[config.mk]
export PLATFORM = sky130hd
export DESIGN_NAME = im_loader
export DESIGN_NICKNAME = d
export VERILOG_FILES = /design/src/rtl/im_loader_pkg.sv /design/src/rtl/im_loader_byte_packer.sv /design/src/rtl/im_loader.sv
export SDC_FILE = /design/constraint.sdc
export NUM_CORES = 1
export LEC_CHECK = 0
export ABC_AREA = 0
export BUFFER_PORTS_ARGS = -buffer_cell sky130_fd_sc_hd__buf_2
export CAP_MARGIN = 20
export CORE_ASPECT_RATIO = 0.5
export CORE_MARGIN = 2
export CORE_UTILIZATION = 30
export DETAILED_ROUTE_END_ITERATION = 8
export PLACE_DENSITY = 0.47
export SKIP_LAST_GASP = 1
export SYNTH_ARGS = -nofsm -noshare
export SYNTH_HDL_FRONTEND = slang
export SYNTH_HIERARCHICAL = 1
export SYNTH_SLANG_ARGS = --single-unit
[constraint.sdc]
create_clock -name clk -period 2.8 [get_ports clk]
set_input_delay 0.14 -clock clk [delete_from_list [all_inputs] [get_ports clk]]
set_output_delay 0.14 -clock clk [all_outputs]
set_load 0.005 [all_outputs]
[src/rtl/im_loader_pkg.sv]
// Shared encodings and derived sizes for the instruction-memory loader.
// Latency: n/a (types and constants only).
// Backpressure: n/a.
package im_loader_pkg;

    localparam int IMW_DEF = 4;
    localparam int IW_DEF  = 32;

    typedef enum logic [2:0] {
        ST_IDLE  = 3'd0,
        ST_HDR   = 3'd1,
        ST_DATA  = 3'd2,
        ST_WRITE = 3'd3,
        ST_START = 3'd4,
        ST_DONE  = 3'd5,
        ST_ERR   = 3'd6
    } state_t;

    function automatic int calc_bpw(input int iw);
        return iw / 8;
    endfunction

    // A byte-index counter needs at least one bit even for single-byte words.
    function automatic int calc_biw(input int bpw);
        return (bpw > 1) ? $clog2(bpw) : 1;
    endfunction

endpackage

[src/rtl/im_loader_byte_packer.sv]
// Little-endian byte-to-word assembler; byte k lands in bits [8k+7:8k].
// Latency: word_nxt is combinational on the completing byte; register updates on shift.
// Backpressure: none; the caller gates shift with the stream handshake.
module im_loader_byte_packer
    import im_loader_pkg::*;
#(
    parameter int IW  = IW_DEF,
    parameter int BIW = 2
) (
    input  logic           clk,
    input  logic           rst_n,
    input  logic           shift,
    input  logic [BIW-1:0] byte_idx,
    input  logic [7:0]     byte_dat,
    output logic [IW-1:0]  word_nxt,
    output logic           word_full
);

    localparam int BPW = calc_bpw(IW);

    logic [IW-1:0] word_q;

    // New bytes enter at the top and shift down, so after BPW bytes byte 0 sits at the bottom.
    generate
        if (BPW == 1) begin : g_single
            assign word_nxt = byte_dat;
        end else begin : g_multi
            assign word_nxt = {byte_dat, word_q[IW-1:8]};
        end
    endgenerate

    assign word_full = shift && (byte_idx == BIW'(BPW - 1));

    always_ff @(posedge clk or negedge rst_n) begin
        if (!rst_n) begin
            word_q <= '0;
        end else if (shift) begin
            word_q <= word_nxt;
        end
    end

endmodule

[src/rtl/im_loader.sv]
// Loads a header-prefixed byte stream into IM words from address 0, then pulses start.
// Latency: im_we one cycle after the last byte of a word; start one cycle after the final im_we.
// Backpressure: byte_ready high only in HDR/DATA; byte_valid low stalls without timeout.
module im_loader
    import im_loader_pkg::*;
#(
    parameter int IMW = IMW_DEF,
    parameter int IW  = IW_DEF
) (
    input  logic           clk,
    input  logic           rst_n,
    input  logic           load_req,
    input  logic [7:0]     byte_in,
    input  logic           byte_valid,
    output logic           byte_ready,
    output logic           im_we,
    output logic [IMW-1:0] im_waddr,
    output logic [IW-1:0]  im_wdata,
    output logic           start,
    output logic           busy,
    output logic           done,
    output logic           err
);

    localparam int BPW = calc_bpw(IW);
    localparam int BIW = calc_biw(BPW);
    localparam logic [31:0] HDR_MAX = 32'((64'd1 << IMW) - 64'd1);

    state_t         state_q, state_n;
    logic [IMW-1:0] word_idx_q;
    logic [IMW-1:0] last_idx_q;
    logic [BIW-1:0] byte_idx_q;
    logic           xfer;
    logic           shift;
    logic           hdr_ok;
    logic [IMW-1:0] hdr_idx;
    logic           word_full;
    logic [IW-1:0]  word_nxt;

    assign xfer    = byte_valid && byte_ready;
    assign shift   = xfer && (state_q == ST_DATA);
    assign hdr_ok  = ({24'd0, byte_in} <= HDR_MAX);
    assign hdr_idx = IMW'(byte_in);

    im_loader_byte_packer #(
        .IW  (IW),
        .BIW (BIW)
    ) u_packer (
        .clk       (clk),
        .rst_n     (rst_n),
        .shift     (shift),
        .byte_idx  (byte_idx_q),
        .byte_dat  (byte_in),
        .word_nxt  (word_nxt),
        .word_full (word_full)
    );

    always_ff @(posedge clk or negedge rst_n) begin
        if (!rst_n) begin
            state_q <= ST_IDLE;
        end else begin
            state_q <= state_n;
        end
    end

    always_comb begin
        state_n = state_q;
        case (state_q)
            ST_IDLE, ST_DONE, ST_ERR: begin
                if (load_req) state_n = ST_HDR;
            end
            ST_HDR: begin
                if (xfer) state_n = hdr_ok ? ST_DATA : ST_ERR;
            end
            ST_DATA: begin
                if (word_full) state_n = ST_WRITE;
            end
            ST_WRITE: begin
                state_n = (word_idx_q == last_idx_q) ? ST_START : ST_DATA;
            end
            ST_START: state_n = ST_DONE;
            default:  state_n = ST_IDLE;
        endcase
    end

    // Outputs are registered from the next state so they line up with the state they describe.
    always_ff @(posedge clk or negedge rst_n) begin
        if (!rst_n) begin
            byte_ready <= 1'b0;
            busy       <= 1'b0;
            im_we      <= 1'b0;
            start      <= 1'b0;
            done       <= 1'b0;
            err        <= 1'b0;
            im_waddr   <= '0;
            im_wdata   <= '0;
            word_idx_q <= '0;
            last_idx_q <= '0;
            byte_idx_q <= '0;
        end else begin
            byte_ready <= (state_n == ST_HDR) || (state_n == ST_DATA);
            busy       <= (state_n == ST_HDR) || (state_n == ST_DATA) ||
                          (state_n == ST_WRITE) || (state_n == ST_START);
            im_we      <= (state_n == ST_WRITE);
            start      <= (state_n == ST_START);
            done       <= (state_n == ST_DONE);
            err        <= (state_n == ST_ERR);

            if ((state_q == ST_HDR) && xfer && hdr_ok) begin
                last_idx_q <= hdr_idx;
                word_idx_q <= '0;
                byte_idx_q <= '0;
            end

            if (shift) begin
                byte_idx_q <= word_full ? '0 : byte_idx_q + BIW'(1);
            end

            if ((state_q == ST_DATA) && (state_n == ST_WRITE)) begin
                im_waddr <= word_idx_q;
                im_wdata <= word_nxt;
            end

            // Increment only when another word follows, so a full-depth load never wraps.
            if ((state_q == ST_WRITE) && (state_n == ST_DATA)) begin
                word_idx_q <= word_idx_q + IMW'(1);
            end
        end
    end

endmodule

-- After elaboration in Yosys (flattened, before gate mapping)
Index checks and enable logic that the tools add are counted.
- flip-flop bits (word level): 87
- input bits: 12
- output and inout bits: 42
- add/sub/neg operators: 2
- magnitude comparators: 1
- eq/ne operators: 14
- multiplexer cells: 11
- reduce and logical (&&, ||, !) cells: 14
- operators by type and width (operator ; number):
    $eq 3x3->1 const B ; 6
    $mux 3 ; 5
    $pmux 3 s5 ; 1
    $eq 3x2->1 const B ; 4
    $le 8x4->1 const B ; 1
    $mux 4 ; 2
    $logic_and 1x1->1 ; 7
    $eq 3x1->1 const B ; 2
    $mux 2 ; 3
    $add 4x1->4 const B ; 1
    $eq 4x4->1 ; 1
    $reduce_bool 2->1 ; 2
    $logic_not 3->1 ; 1
    $logic_or 1x1->1 ; 3
    $reduce_or 3->1 ; 1
    $add 2x1->2 const B ; 1
    $eq 2x2->1 const B ; 1

-- Depth between registers and ports, before layout
Gate-level depths: netlist (run 1).
- depth in word-level cells: 9
- mapped depth: 11

-- Hierarchy
The synthesis (run 1) kept the hierarchy.
- by module, submodules not included (module ; times used ; cells an instance ; area each (µm²) ; sequential area each (µm²)):
    im_loader ; 1 ; 162 ; 2296.0 ; 1376.3
    im_loader_byte_packer ; 1 ; 60 ; 1059.8 ; 600.6

-- Worst setup path after synthesis (run 1)
No wires, ideal clock.
- path kind: register to register
- from: reg state_q[2]
- to: reg im_wdata[14]
- arrival time: 2.323 ns
- data required time: 2.675 ns
- path slack: 0.352 ns
- stages on the path, launching flop included: 10
- path buffers: 3
- clock period less this slack: 2.448 ns
- path through: dfrtp_1 -> nand2b_1 -> or3_1 -> inv_1 -> buf_6 -> buf_12 -> and3_1 -> nor3b_2 -> buf_2 -> mux2_2
- cells in the longest elaborated chain, start to end: 7
- RTL lines (what ; line ; RTL):
    start, declared ; im_loader.sv:29 ; state_t state_q, state_n;
    start signal, assigned ; im_loader.sv:62 ; state_q <= state_n;
    $eq 3x2->1 ; im_loader.sv:41 ; assign shift = xfer && (state_q == ST_DATA);
    $logic_and 1x1->1 ; im_loader.sv:41 ;
    named net shift ; im_loader.sv:34 ; logic shift;
    $logic_and 1x1->1 ; im_loader_byte_packer.sv:32 ; assign word_full = shift && (byte_idx == BIW'(BPW - 1));
    named net word_full ; im_loader.sv:37 ; logic word_full;
    $mux 3 ; im_loader.sv:76 ; if (word_full) state_n = ST_WRITE;
    $pmux 3 s5 ; im_loader.sv:68 ; case (state_q)
    $eq 3x2->1 ; im_loader.sv:119 ; if ((state_q == ST_DATA) && (state_n == ST_WRITE)) begin
    $logic_and 1x1->1 ; im_loader.sv:119 ;
    end signal, assigned ; im_loader.sv:121 ; im_wdata <= word_nxt;
    end, declared ; im_loader.sv:18 ; output logic [IW-1:0] im_wdata,
The timed path passes the listed nets, and every way through them passes these cells.
A chain may end at the register's enable or synchronous reset.

-- Worst setup path in the final report (run 1)
- from: reg state_q[2]
- to: reg im_wdata[22]
The elaborated chain is that of the path after synthesis.

==> impl_summary.txt, run 1 <==
----------------------------------------------------
[Timing]
  Max frequency ... 0.393 GHz
  Final critical-path share of the clock period ... 90.8%
  Final critical delay including setup and external delays ... 2540 ps
  Worst Hold Slack ... 78.3 ps
  Unrepaired setup endpoints after global routing ... false
  Headroom to the max-slew limit ... 49.2%
  Pins Over Slew Limit ... 0
  Final Hold Violating Endpoints ... 0
  Final setup violating endpoints ... 0
  Setup Skew ... 5.67 ps
  Worst slew pin tran ... 755 ps
  Setup tns final ... 0 ps

[Layout]
  Share of final-layout standard cells stronger than drive strength 1 ... 49.8%
  Design Area, Final ... 4030 µm²
  Number of antenna repair diodes ... 0
  Area growth, synth to finish ... 20.2%
  Final net count ... 287

[Synthesis]
  Ranking of synthesized cells by area ... sky130_fd_sc_hd__dfrtp_1 (59%), sky130_fd_sc_hd__mux2_2 (14%), sky130_fd_sc_hd__mux2_4 (8.5%)
  Number of enable flip-flop cells after synthesis ... 0
  Warning count from the yosys run ... 6
  Most numerous cell in the Yosys netlist ... sky130_fd_sc_hd__dfrtp_1
  Mean instance size in the synthesized netlist ... 15.1 µm²
  Syn_nets ... 235
  Number of distinct library cells after synthesis ... 42
  Proportion of register bits with asynchronous set or reset after synthesis ... 100%
  Sequential cell area fraction in the yosys report ... 58.9%
  Netlist area before placement ... 3360 µm²
  Post-synthesis cell type with the largest combined area ... sky130_fd_sc_hd__dfrtp_1
  Top-area cell type share of the netlist area ... 58.9%
  Leading post-synthesis cells by instance count ... sky130_fd_sc_hd__dfrtp_1 (79), sky130_fd_sc_hd__mux2_2 (43), sky130_fd_sc_hd__mux2_4 (19), sky130_fd_sc_hd__buf_4 (8), sky130_fd_sc_hd__nand3_1 (7)
  Main synth FF type ... sky130_fd_sc_hd__dfrtp_1
  Number of standard cells after synthesis ... 222
  Number of storage elements in the synthesis netlist ... 79

[Floorplan]
  Area enclosed by the die boundary ... 12100 µm²
  Effective utilization at floorplan ... 30.7%
  Num ports ... 54
  Number of cell rows ... 27
  Die Span Y ... 78.8 µm
  Overall die width ... 154 µm
  CORE AREA ... 10900 µm²

[Detailed routing]
  Total number of vias ... 1904
  Antenna Violating Nets Remaining ... 0
  First-pass iteration count of the detailed router ... 4
  Total routed wirelength ... 6260 µm
  Via-to-Cell Ratio ... 4.49
  Wire length per cell after detailed routing ... 14.8 µm
  Drt drc ... 0
  Detailed router's first-iteration violation count ... 78

[Global route]
  Wire length of the first global-routing pass ... 10600 µm
  Overall overflow remaining after global route ... 0
  Pin count of the biggest net entering global routing ... 80
  Antenna violations before repair ... 0
  Vias in the first global route ... 2018
  Overall Global Routing Usage ... 11.2%

[Placement]
  RePlAce Congestion ... 0.765
  DPL Wire Length ... 4140 µm
  Number of buffers inserted by port buffering ... 53
  Total placed instance area ... 3700 µm²

[Critical path]
  Crit path max-delay cell type ... sky130_fd_sc_hd__or3_1
  Cells along the critical path ... nand2b_1 -> or3_1 -> inv_1 -> and3_1 -> nor3b_4 -> buf_12 -> mux2_2
  Req. time, crit path ... 3010 ps
  Critical path buffer and inverter count ... 2
  Peak fanout along the critical path ... 36
  Family of cells with the greatest summed delay on the critical path ... simple AND/OR/NAND/NOR gates
  Critical path arrival ... 2750 ps
  Category of the worst setup path launch point ... flop
  Worst Path Class, Setup ... reg2reg
  Worst setup EP type ... flop
  Delay of the slowest cell on the worst path ... 450 ps

[CTS]
  Clock tree from TritonCTS ... built
  Clock network latency to the later pin of the worst-skew pair ... 330 ps
  Cts repair resizes ... 0
  Number of clock sinks seen by CTS ... 79
  Maximum clock path buffer count ... 2
  Number of CTS-inserted buffers ... 9
  Post-CTS clock slew at the launch and capture registers of the worst setup and hold paths ... 60 ps
  H-tree Lvls ... 3
  CTS root buffer ... sky130_fd_sc_hd__clkbuf_16

[Power and ir drop]
  Post-layout total power ... 3.53 mW
  Reported leakage power ... 2.06 nW
  Worst ir drop on vdd ... 254 µV
  Power per standard cell area ... 874 nW/µm²

[Run]
  Maximum Capacitance Violations ... 0

[Status]
  Outcome ... finished clean

[Min path]
  Classification of the worst-slack hold path ... in2reg

----------------------------------------------------
-- path summary, 6_finish.rpt --
| kind | slack, ps | from | end | cells past startpoint |
|---|---|---|---|---|
| max in group asynchronous | 2060 | rst_n | im_waddr[1] | 3 |
| min in group asynchronous | 180 | rst_n | err | 2 |
| worst min register to register | 480 | im_wdata[20] | im_wdata[20] | 1 |
| worst max register to register | 260 | state_q[2] | im_wdata[22] | 7 |
| worst min-delay path | 80 | byte_in[3] | last_idx_q[3] | 2 |
| worst max-delay path | 260 | state_q[2] | im_wdata[22] | 7 |
-- layer usage --
metal | vias up | global-route usage (%) | routed length (µm)
met5 | - | 0 | 0
met4 | 0 | 4.13 | 76
met3 | 7 | 3.66 | 226
met2 | 29 | 18.0 | 3020
met1 | 980 | 14.4 | 2940
li1 | 888 | - | -
-- cell families (layout without fill, tap and decap cells) --
logic type	Yosys count	count (layout)	share of synthesized area (%)
simple gates	30	30	5.44
compound gates	18	18	4.74
flops	79	79	58.9
buf+inv	22	79	4.77
mux	66	66	24.2
fa+ha+maj	1	1	0.373
xor+xnor	6	6	1.57
-- sequential cells by signal, indices dropped and copies added, names as in the netlist --
| signal | count |
|---|---|
| err | 1 |
| start | 1 |
| im_wdata | 32 |
| im_we | 1 |
| busy | 1 |
| last_idx_q | 4 |
| u_packer/word_q | 24 |
| byte_idx_q | 2 |
| byte_ready | 1 |
| done | 1 |
| word_idx_q | 4 |
| state_q | 3 |
| im_waddr | 4 |
-- through the flow --
stage,cells,utilization (%),setup WS [ps]
after floorplan,222,-,352
after global placement,406,33.8,359
after detailed placement,406,33.8,258
after CTS,422,36.5,237
after global routing,424,36.9,63.4
final,424,36.9,257
-- final cells by class --
class / instances / area, µm²
Tap cell: 145 / 181
Clock inverter: 5 / 58.8
Fill cell: 1076 / 6910
Clock buffer: 11 / 233
Multi-Input combinational cell: 121 / 1220
Timing Repair Buffer: 58 / 340
Sequential cell: 79 / 1980
Inverter: 5 / 18.8
-- cells in the final DEF, fill, tap and decap left out, types with 4 or more instances in the layout --
| cell type | Yosys | routed |
|---|---|---|
| sky130_fd_sc_hd__mux2_2 | 43 | 43 |
| sky130_fd_sc_hd__dfrtp_1 | 79 | 79 |
| sky130_fd_sc_hd__mux2_4 | 19 | 19 |
| sky130_fd_sc_hd__clkbuf_16 | 0 | 9 |
| sky130_fd_sc_hd__nand2_1 | 4 | 4 |
| sky130_fd_sc_hd__inv_1 | 5 | 5 |
| sky130_fd_sc_hd__buf_2 | 6 | 52 |
| sky130_fd_sc_hd__nand3_1 | 7 | 7 |
| sky130_fd_sc_hd__xor2_1 | 5 | 5 |
| sky130_fd_sc_hd__o21ai_0 | 4 | 4 |
-- worst reg2reg max path: stages, from the launching register on --
cell and delay, ps:
sky130_fd_sc_hd__dfrtp_1 440, sky130_fd_sc_hd__nand2b_1 240, sky130_fd_sc_hd__or3_1 450, sky130_fd_sc_hd__inv_1 100, sky130_fd_sc_hd__and3_1 210, sky130_fd_sc_hd__nor3b_4 330, sky130_fd_sc_hd__buf_12 280, sky130_fd_sc_hd__mux2_2 380
-- repair_timing --
item | CTS | global route
hold endpoints to repair | 0 | 79
hold buffers | 0 | 1
buffers inserted | 0 | 0
-- power by group --
group          switching, mW  internal (mW)  total, mW
clock                  0.438          0.690       1.13
sequential             0.216           1.40       1.62
combinational          0.351          0.429      0.780
total                   1.01           2.52       3.53
Power figures use the tool's default switching activity.
==> run 2, diff against run 1 <==
--- a/config.mk
+++ b/config.mk
@@ -13,6 +13,7 @@
 export CORE_UTILIZATION = 30
 export DETAILED_ROUTE_END_ITERATION = 8
 export PLACE_DENSITY = 0.47
+export SETUP_SLACK_MARGIN = 0.5
 export SKIP_LAST_GASP = 1
 export SYNTH_ARGS = -nofsm -noshare
 export SYNTH_HDL_FRONTEND = slang
==> impl_summary.txt, run 2 (synthesized netlist as in run 1, its figures left out) <==
----------------------------------------------------
[Timing]
  Unrepaired setup endpoints after global routing ... false
  Setup tns final ... 0 ps (unchanged)
  Max frequency ... 0.447 GHz (+14%)
  Final Hold Violating Endpoints ... 0 (unchanged)
  Worst slew pin tran ... 547 ps (-209 ps)
  Final setup violating endpoints ... 0 (unchanged)
  Final critical delay including setup and external delays ... 2240 ps (-306 ps)
  Final critical-path share of the clock period ... 79.9% (-11 points)
  Setup Skew ... 4.53 ps (-1.14 ps)
  Headroom to the max-slew limit ... 63.4% (+14 points)
  Pins Over Slew Limit ... 0 (unchanged)

[Detailed routing]
  Drt drc ... 0 (unchanged)
  Wire length per cell after detailed routing ... 15.7 µm (+6.7%)
  Total routed wirelength ... 6760 µm (+7.9%)
  Antenna Violating Nets Remaining ... 0 (unchanged)
  Detailed router's first-iteration violation count ... 56 (-28%)
  First-pass iteration count of the detailed router ... 3 (-1)
  Total number of vias ... 1929 (+1.3%)
  Via-to-Cell Ratio ... 4.50 (+0.13%)

[Power and ir drop]
  Power per standard cell area ... 835 nW/µm² (-4.4%)
  Post-layout total power ... 3.45 mW (-2.1%)
  Worst ir drop on vdd ... 278 µV (+9.6%)
  Reported leakage power ... 2.11 nW (+2.2%)

[Layout]
  Final net count ... 295 (+2.8%)
  Design Area, Final ... 4130 µm² (+2.5%)
  Registers with the most flip-flops ... im_wdata x32, u_packer/word_q x24
  Area growth, synth to finish ... 23.2%
  Number of antenna repair diodes ... 0 (unchanged)
  Leading cell type in the layout, fill and taps excluded ... sky130_fd_sc_hd__dfrtp_1
  Share of final-layout standard cells stronger than drive strength 1 ... 53.5% (+3.7 points)
  Max FFs per register ... 32 (unchanged)
  Most flop-heavy register ... im_wdata
  Highest-count cells in the layout ignoring fill and taps ... sky130_fd_sc_hd__dfrtp_1 (76), sky130_fd_sc_hd__buf_2 (52), sky130_fd_sc_hd__mux2_2 (41), sky130_fd_sc_hd__mux2_4 (21), sky130_fd_sc_hd__clkbuf_16 (11)

[Floorplan]
  Number of cell rows ... 27 (unchanged)
  Overall die width ... 154 µm (unchanged)
  Die Span Y ... 78.8 µm (unchanged)
  CORE AREA ... 10900 µm² (unchanged)
  Area enclosed by the die boundary ... 12100 µm² (unchanged)
  Effective utilization at floorplan ... 30.7% (unchanged)
  Num ports ... 54 (unchanged)

[CTS]
  Number of CTS-inserted buffers ... 9 (unchanged)
  Number of clock sinks seen by CTS ... 79 (unchanged)
  Post-CTS clock slew at the launch and capture registers of the worst setup and hold paths ... 60 ps (about the same)
  Maximum clock path buffer count ... 2 (unchanged)
  Clock network latency to the later pin of the worst-skew pair ... 330 ps (about the same)
  CTS root buffer ... sky130_fd_sc_hd__clkbuf_16
  Clock tree from TritonCTS ... built
  H-tree Lvls ... 3 (unchanged)

[Global route]
  Overall overflow remaining after global route ... 0 (unchanged)
  Vias in the first global route ... 1977 (-2.0%)
  Wire length of the first global-routing pass ... 10400 µm (-1.2%)
  Antenna violations before repair ... 0 (unchanged)
  Pin count of the biggest net entering global routing ... 80 (unchanged)
  Overall Global Routing Usage ... 11.1% (-0.12 points)

[Status]
  Outcome ... finished clean

[Placement]
  RePlAce Congestion ... 0.768 (+0.41%)
  DPL Wire Length ... 4110 µm (-0.74%)
  Total placed instance area ... 3730 µm² (+0.68%)
  Number of buffers inserted by port buffering ... 53 (unchanged)

[Critical path]
  Worst setup EP type ... flop
  Category of the worst setup path launch point ... flop
  Peak fanout along the critical path ... 10 (-72%)
  Critical path arrival ... 2450 ps (-300 ps)
  Req. time, crit path ... 3010 ps (about the same)
  Worst Path Class, Setup ... reg2reg

[Run]
  Maximum Capacitance Violations ... 0 (unchanged)

[Min path]
  Classification of the worst-slack hold path ... in2reg

----------------------------------------------------
run 2: cell types whose count changed in the layout (fill, tap and decap cells not counted), sizes merged:
cell,previous run,this run
bufinv,1,0
clkinvlp,2,0
buf,57,63
clkbuf,11,13
run 2: repair_timing:
item / in CTS / in global routing
setup endpoints to repair: 27 / 36
hold endpoints to repair: 0 / 31
pin swaps: 0 / 1
gates resized for setup: 0 / 6
cloned: 0 / 3
hold buffers: 0 / 1
setup buffers: 0 / 5
run 2: critical path, stage by stage, from the launching register on:
cell	delay, ps
sky130_fd_sc_hd__dfrtp_2	430
sky130_fd_sc_hd__nand2b_4	170
sky130_fd_sc_hd__or3_4	370
sky130_fd_sc_hd__inv_2	70
sky130_fd_sc_hd__and3_4	190
sky130_fd_sc_hd__nor3b_4	220
sky130_fd_sc_hd__buf_6	150
sky130_fd_sc_hd__clkbuf_16	170
sky130_fd_sc_hd__mux2_2	340
run 2: power breakdown:
| group | total, mW | internal, mW | switching (mW) | leakage [nW] |
|---|---|---|---|---|
| clock network | 1.01 | 0.605 | 0.408 | 0.127 |
| registers | 1.66 | 1.40 | 0.250 | 1.06 |
| logic | 0.784 | 0.445 | 0.339 | 0.925 |
| total | 3.45 | 2.46 | 0.997 | 2.11 |
run 2: cell type report:
cell class / instances / area, µm²
Multi-Input combinational cell: 121 / 1250
Inverter: 5 / 18.8
Tap cell: 145 / 181
Clock inverter: 2 / 10.0
Timing Repair Buffer: 66 / 450
Clock buffer: 11 / 243
Fill cell: 1077 / 6810
Sequential cell: 79 / 1980
run 2: final timing paths:
check	slack (ps)	to	cells past startpoint	start
worst max-delay path	560	im_wdata[3]	8	state_q[2]
worst min-delay path	80	im_wdata[27]	2	byte_in[3]
worst max register to register	560	im_wdata[3]	8	state_q[2]
worst min register to register	480	im_wdata[20]	1	im_wdata[20]
max in group asynchronous	1930	state_q[0]	3	rst_n
min in group asynchronous	290	busy	2	rst_n
run 2: per-layer routing:
metal	global-route usage (%)	wire, µm
met2	17.6	3170
met5	0	0
met4	4.13	99
met1	13.8	3190
met3	4.48	300
run 2: per-stage QoR:
stage	worst slack (ps)	std cells	hold WS, ps	util (%)
4_1_cts	485	419	17.5	36.4
6_report	563	429	82.1	37.8
3_3_place_gp	573	406	357	34.1
3_5_place_dp	495	406	374	34.1
2_1_floorplan	414	222	-156	-
5_1_grt	500	429	71.4	37.8
==> run 3, diff against run 2 <==
--- a/config.mk
+++ b/config.mk
@@ -12,7 +12,7 @@
 export CORE_MARGIN = 2
 export CORE_UTILIZATION = 30
 export DETAILED_ROUTE_END_ITERATION = 8
-export PLACE_DENSITY = 0.47
+export PLACE_DENSITY = 0.48
 export SETUP_SLACK_MARGIN = 0.5
 export SKIP_LAST_GASP = 1
 export SYNTH_ARGS = -nofsm -noshare
==> constraint.sdc (replaced) <==
create_clock -name clk -period 2 [get_ports clk]
set_input_delay 0.1 -clock clk [delete_from_list [all_inputs] [get_ports clk]]
set_output_delay 0.1 -clock clk [all_outputs]
set_load 0.005 [all_outputs]
==> impl_summary.txt, run 3 (synthesized netlist as in run 1, its figures left out) <==
----------------------------------------------------
[Status]
  Outcome ... complete, but fails checks
  Violations in the final reports ... setup timing

[Placement]
  DPL Wire Length ... 4480 µm (+9.0%)
  Total placed instance area ... 3840 µm² (+2.9%)
  Pre-CTS setup slack ... -125 ps (-621 ps)
  RePlAce Congestion ... 0.773 (+0.61%)
  Number of buffers inserted by port buffering ... 53 (unchanged)

[Min path]
  Number of stages on the worst hold path ... 2 (unchanged)
  Launch instance of the worst min-delay path ... byte_in[3]
  Classification of the worst-slack hold path ... in2reg
  Worst Hold Endpoint ... im_wdata[27]

[Layout]
  Share of final-layout standard cells stronger than drive strength 1 ... 59.3% (+5.8 points)
  Registers with the most flip-flops ... im_wdata x32, u_packer/word_q x24
  Number of fill cells ... 1045 (-3.0%)
  Highest-count cells in the layout ignoring fill and taps ... sky130_fd_sc_hd__dfrtp_1 (77), sky130_fd_sc_hd__buf_2 (52), sky130_fd_sc_hd__mux2_2 (34), sky130_fd_sc_hd__mux2_4 (29), sky130_fd_sc_hd__buf_4 (18)
  Final net count ... 310 (+5.1%)
  Area growth, synth to finish ... 30.9%
  Design Area, Final ... 4390 µm² (+6.3%)
  Max FFs per register ... 32 (unchanged)
  Utilization after layout ... 40.1% (+2.4 points)
  Number of antenna repair diodes ... 0 (unchanged)
  Most flop-heavy register ... im_wdata
  Area of the multi-input gates ... 1330 µm² (+6.3%)
  Register Area ... 1980 µm² (about the same)
  Leading cell type in the layout, fill and taps excluded ... sky130_fd_sc_hd__dfrtp_1

[Detailed routing]
  Via-to-Cell Ratio ... 4.45 (-1.1%)
  Detailed router's first-iteration violation count ... 97 (+73%)
  Total routed wirelength ... 6680 µm (-1.1%)
  Wire length per cell after detailed routing ... 15.0 µm (-5.0%)
  Antenna Violating Nets Remaining ... 0 (unchanged)
  Wire length on met3 ... 287 µm (-4.3%)
  Total number of vias ... 1987 (+3.0%)
  Drt drc ... 0 (unchanged)
  Highest metal layer used by the detailed router ... met4
  Met2 wire length ... 3210 µm (+1.3%)
  First-pass iteration count of the detailed router ... 4 (+1)
  Length of routed wiring on met1 ... 3130 µm (-1.7%)

[Global route]
  Overall Global Routing Usage ... 11.5% (+0.41 points)
  Vias in the first global route ... 2105 (+6.5%)
  Overall overflow remaining after global route ... 0 (unchanged)
  Wire length of the first global-routing pass ... 10800 µm (+3.1%)
  Pin count of the biggest net entering global routing ... 46 (-43%)
  Antenna violations before repair ... 0 (unchanged)

[Critical path]
  Category of the worst setup path launch point ... flop
  Beginning of the worst register-to-register path ... state_q[2]
  Delay of the slowest cell on the worst path ... 380 ps (-50 ps)
  Crit path max-delay cell type ... sky130_fd_sc_hd__dfrtp_1
  Req. time, crit path ... 2210 ps (-800 ps)
  Worst Path Class, Setup ... reg2reg
  Worst setup EP type ... flop
  Reg2reg end ... im_wdata[15]
  FF-to-FF path depth ... 8 (unchanged)
  Peak fanout along the critical path ... 10 (unchanged)
  Cells along the critical path ... nand2b_4 -> or3_4 -> inv_2 -> and3_4 -> nor3b_4 -> buf_6 -> buf_12 -> mux2_2
  Slack of the worst reg-to-reg path ... -110 ps (-670 ps)
  Critical path arrival ... 2320 ps (-130 ps)

[Floorplan]
  Effective utilization at floorplan ... 30.7% (unchanged)
  Area enclosed by the die boundary ... 12100 µm² (unchanged)
  CORE AREA ... 10900 µm² (unchanged)
  Die Span Y ... 78.8 µm (unchanged)
  Overall die width ... 154 µm (unchanged)
  Num ports ... 54 (unchanged)
  Number of cell rows ... 27 (unchanged)

[CTS]
  Clock network latency to the later pin of the worst-skew pair ... 330 ps (about the same)
  Number of CTS-inserted buffers ... 9 (unchanged)
  Maximum clock path buffer count ... 2 (unchanged)
  H-tree Lvls ... 3 (unchanged)
  Number of clock sinks seen by CTS ... 79 (unchanged)
  Post-CTS clock slew at the launch and capture registers of the worst setup and hold paths ... 50 ps (about the same)
  Clock tree from TritonCTS ... built
  CTS root buffer ... sky130_fd_sc_hd__clkbuf_16

[Timing]
  Setup Skew ... 2.63 ps (-1.90 ps)
  Final critical delay including setup and external delays ... 2110 ps (-127 ps)
  Final critical-path share of the clock period ... 105% (+26 points)
  Unrepaired setup endpoints after global routing ... true
  Worst setup slack after layout ... -110 ps (-673 ps)
  Max frequency ... 0.474 GHz (+6.0%)
  Headroom to the max-slew limit ... 60.5% (-2.9 points)
  Final Hold Violating Endpoints ... 0 (unchanged)
  Final setup violating endpoints ... 36 (+36)
  Pins Over Slew Limit ... 0 (unchanged)
  Worst slew pin tran ... 592 ps (+45.6 ps)

[Power and ir drop]
  Reported leakage power ... 2.23 nW (+5.5%)
  Worst ir drop on vdd ... 437 µV (+57%)
  Power per standard cell area ... 1210 nW/µm² (+45%)

[Run]
  Maximum Capacitance Violations ... 0 (unchanged)

----------------------------------------------------
## run 3: timing repair
| action | in CTS | in global routing |
|---|---|---|
| gates resized for setup | 12 | 16 |
| endpoints found under the setup margin | 71 | 76 |
| pin swaps | 2 | 0 |
| buffers inserted | 8 | 2 |
| gates cloned | 1 | 2 |
| endpoints found under the hold margin | 44 | 0 |
| hold buffers | 1 | 0 |
## run 3: area by class of cell
type | instances | area share (%)
timing repair buffer | 81 | 13.1
inverter | 5 | 0.427
clock buffer | 13 | 6.15
sequential | 79 | 45.1
clock inverter | 3 | 0.911
tap | 145 | 4.13
multi-input combinational | 121 | 30.2
## run 3: critical path: cells and delay by family, from the launching register on
kind | cells | cell delay, ps
and+or+nand+nor | 4 | 870
DFF | 1 | 380
muxes | 1 | 340
buffers and inverters | 3 | 400
## run 3: power by group
group	internal, mW	leakage, nW	switching, mW
clock	1.06	0.156	0.584
sequential	1.97	1.06	0.277
combinational	0.804	1.01	0.615
total	3.83	2.23	1.48
## run 3: metrics by stage
step	instances	hold WS, ps	setup TNS [ps]	power [mW]
after floorplan	222	-196	-14160	3.14
after global placement	417	135	-1840	3.44
after detailed placement	417	143	-4050	3.48
after CTS	443	27.0	-3550	5.32
after global routing	447	34.8	-6900	5.63
final	447	38.8	-3140	5.31
## run 3: per-layer routing
metal  track usage (%)  up-vias
met1              14.3     1021
met3              4.86        6
met5                 0        -
met2              18.6       32
li1                  -      928
met4              3.30        0
## run 3: worst max path at each step
| stage | cells after the start | from | slack [ps] | to |
|---|---|---|---|---|
| 3_3_place_gp | 7 | state_q[2] | -60 | im_wdata[6] |
| 5_1_grt | 8 | state_q[2] | -200 | im_wdata[18] |
| 4_1_cts | 8 | state_q[2] | -130 | im_wdata[15] |
| 3_5_place_dp | 7 | state_q[2] | -130 | im_wdata[30] |
| 6_report | 8 | state_q[2] | -110 | im_wdata[15] |
| 2_1_floorplan | 9 | state_q[2] | -390 | im_wdata[14] |
